===== config.mk =====
export PLATFORM = sky130hd
export DESIGN_NAME = led_pwm_flat
export DESIGN_NICKNAME = d
export VERILOG_FILES = /design/src/rtl/led_pwm_if.sv /design/src/rtl/led_pwm.sv /design/src/flat_wrapper.sv
export SDC_FILE = /design/constraint.sdc
export NUM_CORES = 1
export LEC_CHECK = 0
export ABC_AREA = 1
export CORE_MARGIN = 4
export CORE_UTILIZATION = 55
export CTS_CLUSTER_DIAMETER = 30
export CTS_CLUSTER_SIZE = 40
export DETAILED_ROUTE_END_ITERATION = 10
export PLACE_DENSITY = 0.8
export SYNTH_ARGS = -nofsm -noshare
export SYNTH_HDL_FRONTEND = slang
export SYNTH_SLANG_ARGS = --single-unit

===== constraint.sdc =====
create_clock -name clk -period 2.23 [get_ports clk]
set_input_delay 0.446 -clock clk [delete_from_list [all_inputs] [get_ports clk]]
set_output_delay 0.446 -clock clk [all_outputs]
set_load 0.005 [all_outputs]

===== src/rtl/led_pwm_if.sv =====
`default_nettype none
// ============================================================================
//  Module   : led_pwm_if
//  Purpose  : Store/read bus between the data-memory path and led_pwm.
//             The master drives the access, the slave returns read data
//             and the window-hit flag.
//  Revision : 1.0  initial release
// ============================================================================
interface led_pwm_if;
  logic        wr_en;
  logic [3:0]  wr_be;
  logic [31:0] addr;
  logic [31:0] wdata;
  logic [31:0] rdata;
  logic        hit;

  modport master (output wr_en, wr_be, addr, wdata, input rdata, hit);
  modport slave  (input wr_en, wr_be, addr, wdata, output rdata, hit);
endinterface
`default_nettype wire


===== src/rtl/led_pwm.sv =====
`default_nettype none
// ============================================================================
//  Module   : led_pwm
//  Purpose  : Memory-mapped 4-channel 8-bit PWM driving active-low LED pins.
//             Duty values are double-buffered and swapped at end of frame.
//  Revision : 1.0  initial release
// ============================================================================
module led_pwm #(
  parameter logic [31:0] BASE_ADDR      = 32'h0000_1000,
  parameter logic [15:0] PRESCALE_RESET = 16'd46
) (
  input  wire logic  clk,
  input  wire logic  reset,
  led_pwm_if.slave   bus,
  output logic       red_n,
  output logic       green_n,
  output logic       blue_n,
  output logic       led_n
);

  localparam logic [1:0] REG_CTRL     = 2'd0;
  localparam logic [1:0] REG_DUTY     = 2'd1;
  localparam logic [1:0] REG_PRESCALE = 2'd2;
  localparam logic [1:0] REG_STATUS   = 2'd3;

  logic [1:0]  ctrl;
  logic [31:0] duty_pend;
  logic [31:0] duty_act;
  logic [15:0] prescale;
  logic [15:0] pc;
  logic [7:0]  cnt;
  logic [15:0] frame_count;
  logic [31:0] rdata_q;
  logic [3:0]  pins;

  logic        en;
  logic        inv;
  logic        wr;
  logic [1:0]  sel;
  logic        tick;
  logic        eof;
  logic [3:0]  on;
  logic [31:0] duty_merged;
  logic [31:0] status;
  logic        unused_bits;

  // Byte-lane merge for partial stores (sb/sh).
  function automatic logic [31:0] merge_bytes(input logic [31:0] old_v,
                                              input logic [31:0] new_v,
                                              input logic [3:0]  be);
    logic [31:0] r;
    for (int i = 0; i < 4; i++)
      r[8*i +: 8] = be[i] ? new_v[8*i +: 8] : old_v[8*i +: 8];
    return r;
  endfunction

  // The window is 16 bytes aligned on BASE_ADDR, so only the upper bits decide a hit.
  assign bus.hit     = (bus.addr[31:4] == BASE_ADDR[31:4]);
  assign wr          = bus.wr_en && bus.hit;
  assign sel         = bus.addr[3:2];
  assign en          = ctrl[0];
  assign inv         = ctrl[1];
  assign tick        = en && (pc == prescale);
  assign eof         = tick && (cnt == 8'hFF);
  assign duty_merged = merge_bytes(duty_pend, bus.wdata, bus.wr_be);
  assign status      = {frame_count, duty_act[7:0], cnt};
  assign unused_bits = ^bus.addr[1:0];

  // Channel comparators; bit order {R, G, B, LED}.
  assign on = {4{en}} & {(cnt < duty_act[7:0]),
                         (cnt < duty_act[15:8]),
                         (cnt < duty_act[23:16]),
                         (cnt < duty_act[31:24])};

  // CPU-writable registers; STATUS and out-of-window stores fall through.
  always_ff @(posedge clk) begin
    if (reset) begin
      ctrl      <= 2'b00;
      duty_pend <= 32'h0;
      prescale  <= PRESCALE_RESET;
    end else if (wr) begin
      case (sel)
        REG_CTRL: begin
          if (bus.wr_be[0]) ctrl <= bus.wdata[1:0];
        end
        REG_DUTY: duty_pend <= duty_merged;
        REG_PRESCALE: begin
          if (bus.wr_be[0]) prescale[7:0]  <= bus.wdata[7:0];
          if (bus.wr_be[1]) prescale[15:8] <= bus.wdata[15:8];
        end
        default: ;
      endcase
    end
  end

  // Prescaler, frame counter and duty double-buffer; disabled means held at zero
  // with the active duty tracking the pending one.
  always_ff @(posedge clk) begin
    if (reset) begin
      pc          <= 16'h0;
      cnt         <= 8'h0;
      frame_count <= 16'h0;
      duty_act    <= 32'h0;
    end else if (!en) begin
      pc       <= 16'h0;
      cnt      <= 8'h0;
      duty_act <= duty_pend;
    end else if (tick) begin
      pc  <= 16'h0;
      cnt <= cnt + 8'd1;
      if (eof) begin
        duty_act    <= duty_pend;
        frame_count <= frame_count + 16'd1;
      end
    end else begin
      pc <= pc + 16'd1;
    end
  end

  // Registered active-low pins with optional polarity inversion.
  always_ff @(posedge clk) begin
    if (reset) pins <= 4'hF;
    else       pins <= ~(on ^ {4{inv}});
  end

  // Read mux sampled every cycle; a same-cycle store is not visible yet.
  always_ff @(posedge clk) begin
    if (reset) begin
      rdata_q <= 32'h0;
    end else begin
      case (sel)
        REG_CTRL:     rdata_q <= {30'h0, ctrl};
        REG_DUTY:     rdata_q <= duty_pend;
        REG_PRESCALE: rdata_q <= {16'h0, prescale};
        REG_STATUS:   rdata_q <= status;
        default:      rdata_q <= 32'h0;
      endcase
    end
  end

  assign bus.rdata = rdata_q;
  assign red_n     = pins[3];
  assign green_n   = pins[2];
  assign blue_n    = pins[1];
  assign led_n     = pins[0];

endmodule
`default_nettype wire

===== src/flat_wrapper.sv =====
// flat-port wrapper written by rule: the top's interface ports become plain ports
module led_pwm_flat 
#(
  parameter logic [31:0] BASE_ADDR      = 32'h0000_1000,
  parameter logic [15:0] PRESCALE_RESET = 16'd46
)
  (clk, reset, red_n, green_n, blue_n, led_n, bus_wr_en, bus_wr_be, bus_addr, bus_wdata, bus_rdata, bus_hit);
  led_pwm_if bus_i ();
  input  wire logic clk;
  input  wire logic reset;
  output logic red_n;
  output logic green_n;
  output logic blue_n;
  output logic led_n;
  input wire logic [$bits(bus_i.wr_en)-1:0] bus_wr_en;
  input wire logic [$bits(bus_i.wr_be)-1:0] bus_wr_be;
  input wire logic [$bits(bus_i.addr)-1:0] bus_addr;
  input wire logic [$bits(bus_i.wdata)-1:0] bus_wdata;
  output wire logic [$bits(bus_i.rdata)-1:0] bus_rdata;
  output wire logic [$bits(bus_i.hit)-1:0] bus_hit;
  assign bus_i.wr_en = bus_wr_en;
  assign bus_i.wr_be = bus_wr_be;
  assign bus_i.addr = bus_addr;
  assign bus_i.wdata = bus_wdata;
  assign bus_rdata = bus_i.rdata;
  assign bus_hit = bus_i.hit;
  led_pwm #(.BASE_ADDR(BASE_ADDR), .PRESCALE_RESET(PRESCALE_RESET)) u_core (.clk(clk), .reset(reset), .bus(bus_i), .red_n(red_n), .green_n(green_n), .blue_n(blue_n), .led_n(led_n));
endmodule

-- After elaboration in Yosys (flattened, before gate mapping)
Cells that the tools add are included.
- reductions and logical operators: 15
- $add $sub $neg: 3
- eq/ne operators: 8
- bitwise gates (word level): 4
- mux-type cells: 4
- order comparisons: 4
- operators by type and width (cell ; count):
    32-bit case mux with 4 select lines ; 1
    32-bit 2-to-1 mux ; 3
    16-bit by 1-bit adder with 16-bit output (second input constant) ; 2
    8-bit less-than comparator ; 4
    28-bit by 9-bit equality test with 1-bit output (second input constant) ; 1
    3-bit AND reduction ; 8
    16-bit equality test ; 1
    8-bit by 1-bit adder with 8-bit output (second input constant) ; 1
    8-bit equality test (second input constant) ; 1
    4-bit bitwise AND ; 1
    2-bit equality test (second input constant) ; 2
    2-bit != test (second input constant) ; 2
    4-bit NOT ; 1
    4-bit bitwise XOR ; 1
    1-bit logical AND ; 3
    3-bit OR reduction ; 1
    2-bit by 1-bit equality test with 1-bit output (second input constant) ; 1
    2-bit zero test ; 1
    2-bit AND reduction ; 1
    2-bit OR reduction ; 1
    1-bit NOT ; 1
- register bits after elaboration: 158
- logic and storage cells: 51
- output and inout bits: 37
- input port bits: 71

-- Depth between registers and ports, before layout
- depth in word-level cells: 6
- depth in mapped cells: 12
- mapped depth without buffers: 12

-- Worst setup path after synthesis
Ideal clock, no wire load.
- path type: input port to output port
- start: in bus_addr[29]
- end: out bus_hit
- buffers on the path: 1
- arrival: 1.235 ns
- cell stages on the path: 4
- slack: 0.549 ns
- required time: 1.784 ns
- cells stage by stage: nor4_1 nand2_1 nor2_4 buf_2
- cells in the longest elaborated chain, start to end: 1
- RTL lines (element ; line ; RTL):
    from (decl) ; flat_wrapper.sv:17 ; input wire logic [$bits(bus_i.addr)-1:0] bus_addr;
    28-bit by 9-bit equality test with 1-bit output ; led_pwm.sv:58 ; assign bus.hit = (bus.addr[31:4] == BASE_ADDR[31:4]);
    to (decl) ; flat_wrapper.sv:20 ; output wire logic [$bits(bus_i.hit)-1:0] bus_hit;
Every way passes these cells.

-- Worst setup path after layout
Same ends and word-level chain as after synthesis.

==> flow_results.org <==
** Timing
- Max-slew violation count :: 0
- In this run the tightest slew margin relative to its limit is 73.1%.
- On the final layout, the worst clock skew is ~0.009 ns.
- Setup violations remaining at the end of the flow were counted as 0.
- Unrepaired setup endpoints after global routing :: no
- Minimum period implied by the final worst setup slack :: about 2.2 ns
- Fin Setup TNS :: 0 ns
- Static timing analysis puts the maximum clock frequency at 462 MHz.
- Hold is met by 0.412 ns.
- Actual transition at the worst max-transition pin :: around 0.4 ns
- Least setup slack across all paths after layout :: ~0.065 ns
- Portion of the clock cycle consumed by the worst path in the final layout :: between 90% and 100%
- The count of final hold-check violations came to 0.

** Routing
- In the final routed layout, each cell accounts on average for around 15 microns.
- The first routing iteration left 870 violations.
- Detail Route Antenna Nets :: 0
- In the routed layout, each cell is associated on average with a via count of 5.38.
- Total Routed Length :: about 22000 microns
- Across all layers, the routed design uses around 8000 vias.
- First-pass iteration count of the detailed router :: 5
- Residual DRC count :: 0

** Logic synthesis
- The number of nets handed over by synthesis was ~1300.
- The synthesized design contains 158 register bits.
- Register area share after synthesis :: 39.8%
- Post-synthesis average cell area :: roughly 6.8 sq um
- In this run, synthesis inferred 0 flip-flops with an integrated enable.
- During synthesis, Yosys emitted a total of 0 warnings.
- Synthesis instantiated 33 different standard cells from the library.
- For this run, the leading register cell type out of synthesis is sky130_fd_sc_hd__dfxtp_1.
- The synthesized netlist occupies a cell area of about 0.0079 sq mm.
- Share of flip-flops with an asynchronous set or reset :: 0%
- Synthesis produced a netlist whose cell count is 1172.

** Die
- The floorplan has 43 rows.
- Core outline area :: roughly 0.014 sq mm
- The die covers around 0.016 sq mm.
- Floorplan die height :: between 100 and 150 microns
- I/O pin count :: between 100 and 150
- Once the floorplan was initialized, standard cells occupied between 50% and 60% of the core.
- Floorplan die width :: around 130 microns

** Power and ir drop
- In this run the static leakage power is 0.00419 uW.
- Of the total power, the share spent switching nets is a little over a fifth.
- In this run, the clock network consumes between 40% and 50% of the power.
- The internal portion of the total power is between 4000 and 5000 uW.
- The share of total power dissipated in combinational logic is ~4.8%.
- Power spread over the standard cell area amounts to roughly 610 mW/mm^2.
- Summed over all nets, the switching power comes to between 1000 and 1500 uW.
- Worst vdd ir :: around 0.00054 V
- Of the total power, registers draw between 40% and 50%.

** Clock network
- Max Root-Sink Buffers :: 2
- After clock tree synthesis, the clock-pin slew on the worst setup and hold paths is around 0.06 ns.
- CTS built an H-tree with a depth of 4.
- Clock root buffer :: sky130_fd_sc_hd__clkbuf_16
- At the later pin of the worst-skew pair, clock insertion delay measures 0.43 ns.
- TritonCTS built the clock tree.
- Buffers inserted during clock tree synthesis total 17.
- The number of setup buffers added after CTS is 0.
- Clk sinks :: roughly 160

** Status
- Run status :: finished, final reports clean

** Worst setup path
- The worst setup path is launched from a primary input.
- Arrival time at the worst endpoint :: roughly 1.7 ns
- Cell depth of the worst flop-to-flop path :: 11
- Worst flop-to-flop path startpoint :: u_core.pc[8]
- Crit path from :: bus_addr[29]
- STA classifies the critical path endpoint as an output port.
- Kind of critical path :: primary input to output port
- Maximum fanout along the worst path :: 2
- Data on the critical path is required at its endpoint by around 1.8 ns.

** Final layout
- The net count of the finished layout is 1394.
- Layout cell share with drive strength beyond 1 :: under 10%
- Relative area change from synthesis to final layout :: 26.9%
- Counting the fill cells in the layout gives about 1100.
- Cell Count, Final, Fillers Out :: 1485
- Fraction of the core area covered by cells at the end of the flow :: just over 70%
- Diodes inserted :: 0

** Global routing
- Congestion Overflow GR :: 0
- Entering global routing, the biggest net connects 71 pins.
- Initial antenna violation count :: 0
- First-pass GRT wire length :: around 36000 microns
- Global routing used 27.5% of the available tracks across all layers.
- The number of global-route vias before repair came to 7526.

** Placed design
- Pre-CTS WS :: -0.232 ns
- Detailed placement finished with a half-perimeter wire length of roughly 16000 microns.
- Buffers placed on the I/O ports in this run total approximately 110.
- Final GP Congestion :: just under 0.9
- Number of cells in the design after placement :: between 1000 and 1500

** Min path
- Min-Delay Path Depth :: 2
- Class of the tightest hold or removal check :: primary input to flip-flop
- In this run the most critical hold path is launched from reset.

** Job
- Max-cap violations in this run came to 0.
power groups by stage:
| stage | sequential, uW | combinational [uW] | clock, uW |
|---|---|---|---|
| 6_report | 2830 | 296 | 3070 |
| 4_1_cts | 2830 | 292 | 3100 |
| 2_1_floorplan | 2890 | 94.6 | 0 |
| 5_1_grt | 2820 | 314 | 3250 |
| 3_5_place_dp | 2890 | 290 | 0 |
| 3_3_place_gp | 2890 | 288 | 0 |
registers in the layout, summed over array words and instances, names as in the netlist:
register,flops
u_core.bus.rdata,32
u_core.cnt,8
u_core.ctrl,2
u_core.duty_act,32
u_core.duty_pend,32
u_core.frame_count,16
u_core.pc,16
u_core.pins,4
u_core.prescale,16
worst paths after layout:
kind / end / slack (ns)
min: u_core.prescale[6] / 0.41
min reg2reg: u_core.bus.rdata[25] / 0.48
max: bus_hit / 0.07
max reg2reg: u_core.cnt[2] / 0.33
logic make-up after synthesis:
family | after synthesis | synth area share [%]
compound gates | 150 | 10.1
xor+xnor | 21 | 2.32
fa+ha+maj | 31 | 4.88
buf+inv | 189 | 9.27
flops | 158 | 39.8
simple gates | 623 | 33.5
cell usage in the layout (no fill, tap or decap), types with 5 or more instances in the layout:
master,synthesis,routed
sky130_fd_sc_hd__nand2_1,318,318
sky130_fd_sc_hd__nor2_1,160,160
sky130_fd_sc_hd__dfxtp_1,158,157
sky130_fd_sc_hd__inv_1,135,135
sky130_fd_sc_hd__a21oi_1,112,112
sky130_fd_sc_hd__clkdlybuf4s50_1,0,103
sky130_fd_sc_hd__nand3_1,67,67
sky130_fd_sc_hd__nand4_1,41,41
sky130_fd_sc_hd__buf_4,2,37
sky130_fd_sc_hd__ha_1,31,31
sky130_fd_sc_hd__o21ai_0,18,18
sky130_fd_sc_hd__clkbuf_16,0,17
sky130_fd_sc_hd__xor2_1,14,14
sky130_fd_sc_hd__nor3_1,14,14
sky130_fd_sc_hd__buf_12,0,8
sky130_fd_sc_hd__xnor2_1,7,7
sky130_fd_sc_hd__o221ai_1,7,7
sky130_fd_sc_hd__nor2_4,5,5
sky130_fd_sc_hd__nor3b_1,5,5
sky130_fd_sc_hd__nor2_2,5,5
sky130_fd_sc_hd__clkbuf_8,0,5
routing by layer:
metal / vias up / wire length, microns / GRT usage [%]
met4: 0 / 482 / 9.55
met5: - / 0 / 0
met3: 46 / 1770 / 5.96
li1: 3996 / - / -
met1: 3635 / 9490 / 36.4
met2: 310 / 10300 / 44.7
synth_stat cells (all sizes together), types with 7 or more instances:
library cell	number	area, sq um
a21oi	112	561
buf	22	109
clkbuf	27	101
dfxtp	158	3160
ha	31	388
inv	138	518
nand2	319	1200
nand3	69	363
nand4	42	269
nor2	170	688
nor3	14	70.1
o21ai	18	90.1
o221ai	7	61.3
xnor2	7	61.3
xor2	14	123
what timing repair did:
action | 4_1_cts | 5_1_grt
hold buffers | 0 | 0
setup endpoints to repair | 1 | 0
resized for setup | 2 | 0
layout make-up:
class                      instances  area (sq um)  area share, %
tap                              180           225           2.24
clock inverter                     9           130           1.29
multi-input combinational        825          4050           40.2
inverter                         140           526           5.22
sequential                       158          3160           31.4
clock buffer                      23           498           4.94
timing repair buffer             150          1480           14.7
through the flow:
| stage | instance area (sq um) | power, uW |
|---|---|---|
| after floorplan | 7940 | 2980 |
| after global placement | 9440 | 3180 |
| final | 10100 | 6190 |
| after global routing | 10100 | 6390 |
| after detailed placement | 9440 | 3180 |
| after CTS | 10100 | 6210 |
worst max-delay path, cell delays in order:
cell and delay [ns]:
sky130_fd_sc_hd__clkdlybuf4s50_1 0.43, sky130_fd_sc_hd__nor4_2 0.27, sky130_fd_sc_hd__nand2_1 0.14, sky130_fd_sc_hd__nor2_4 0.17, sky130_fd_sc_hd__dlygate4sd2_1 0.26
No activity file was read; power rests on OpenSTA's default activity.
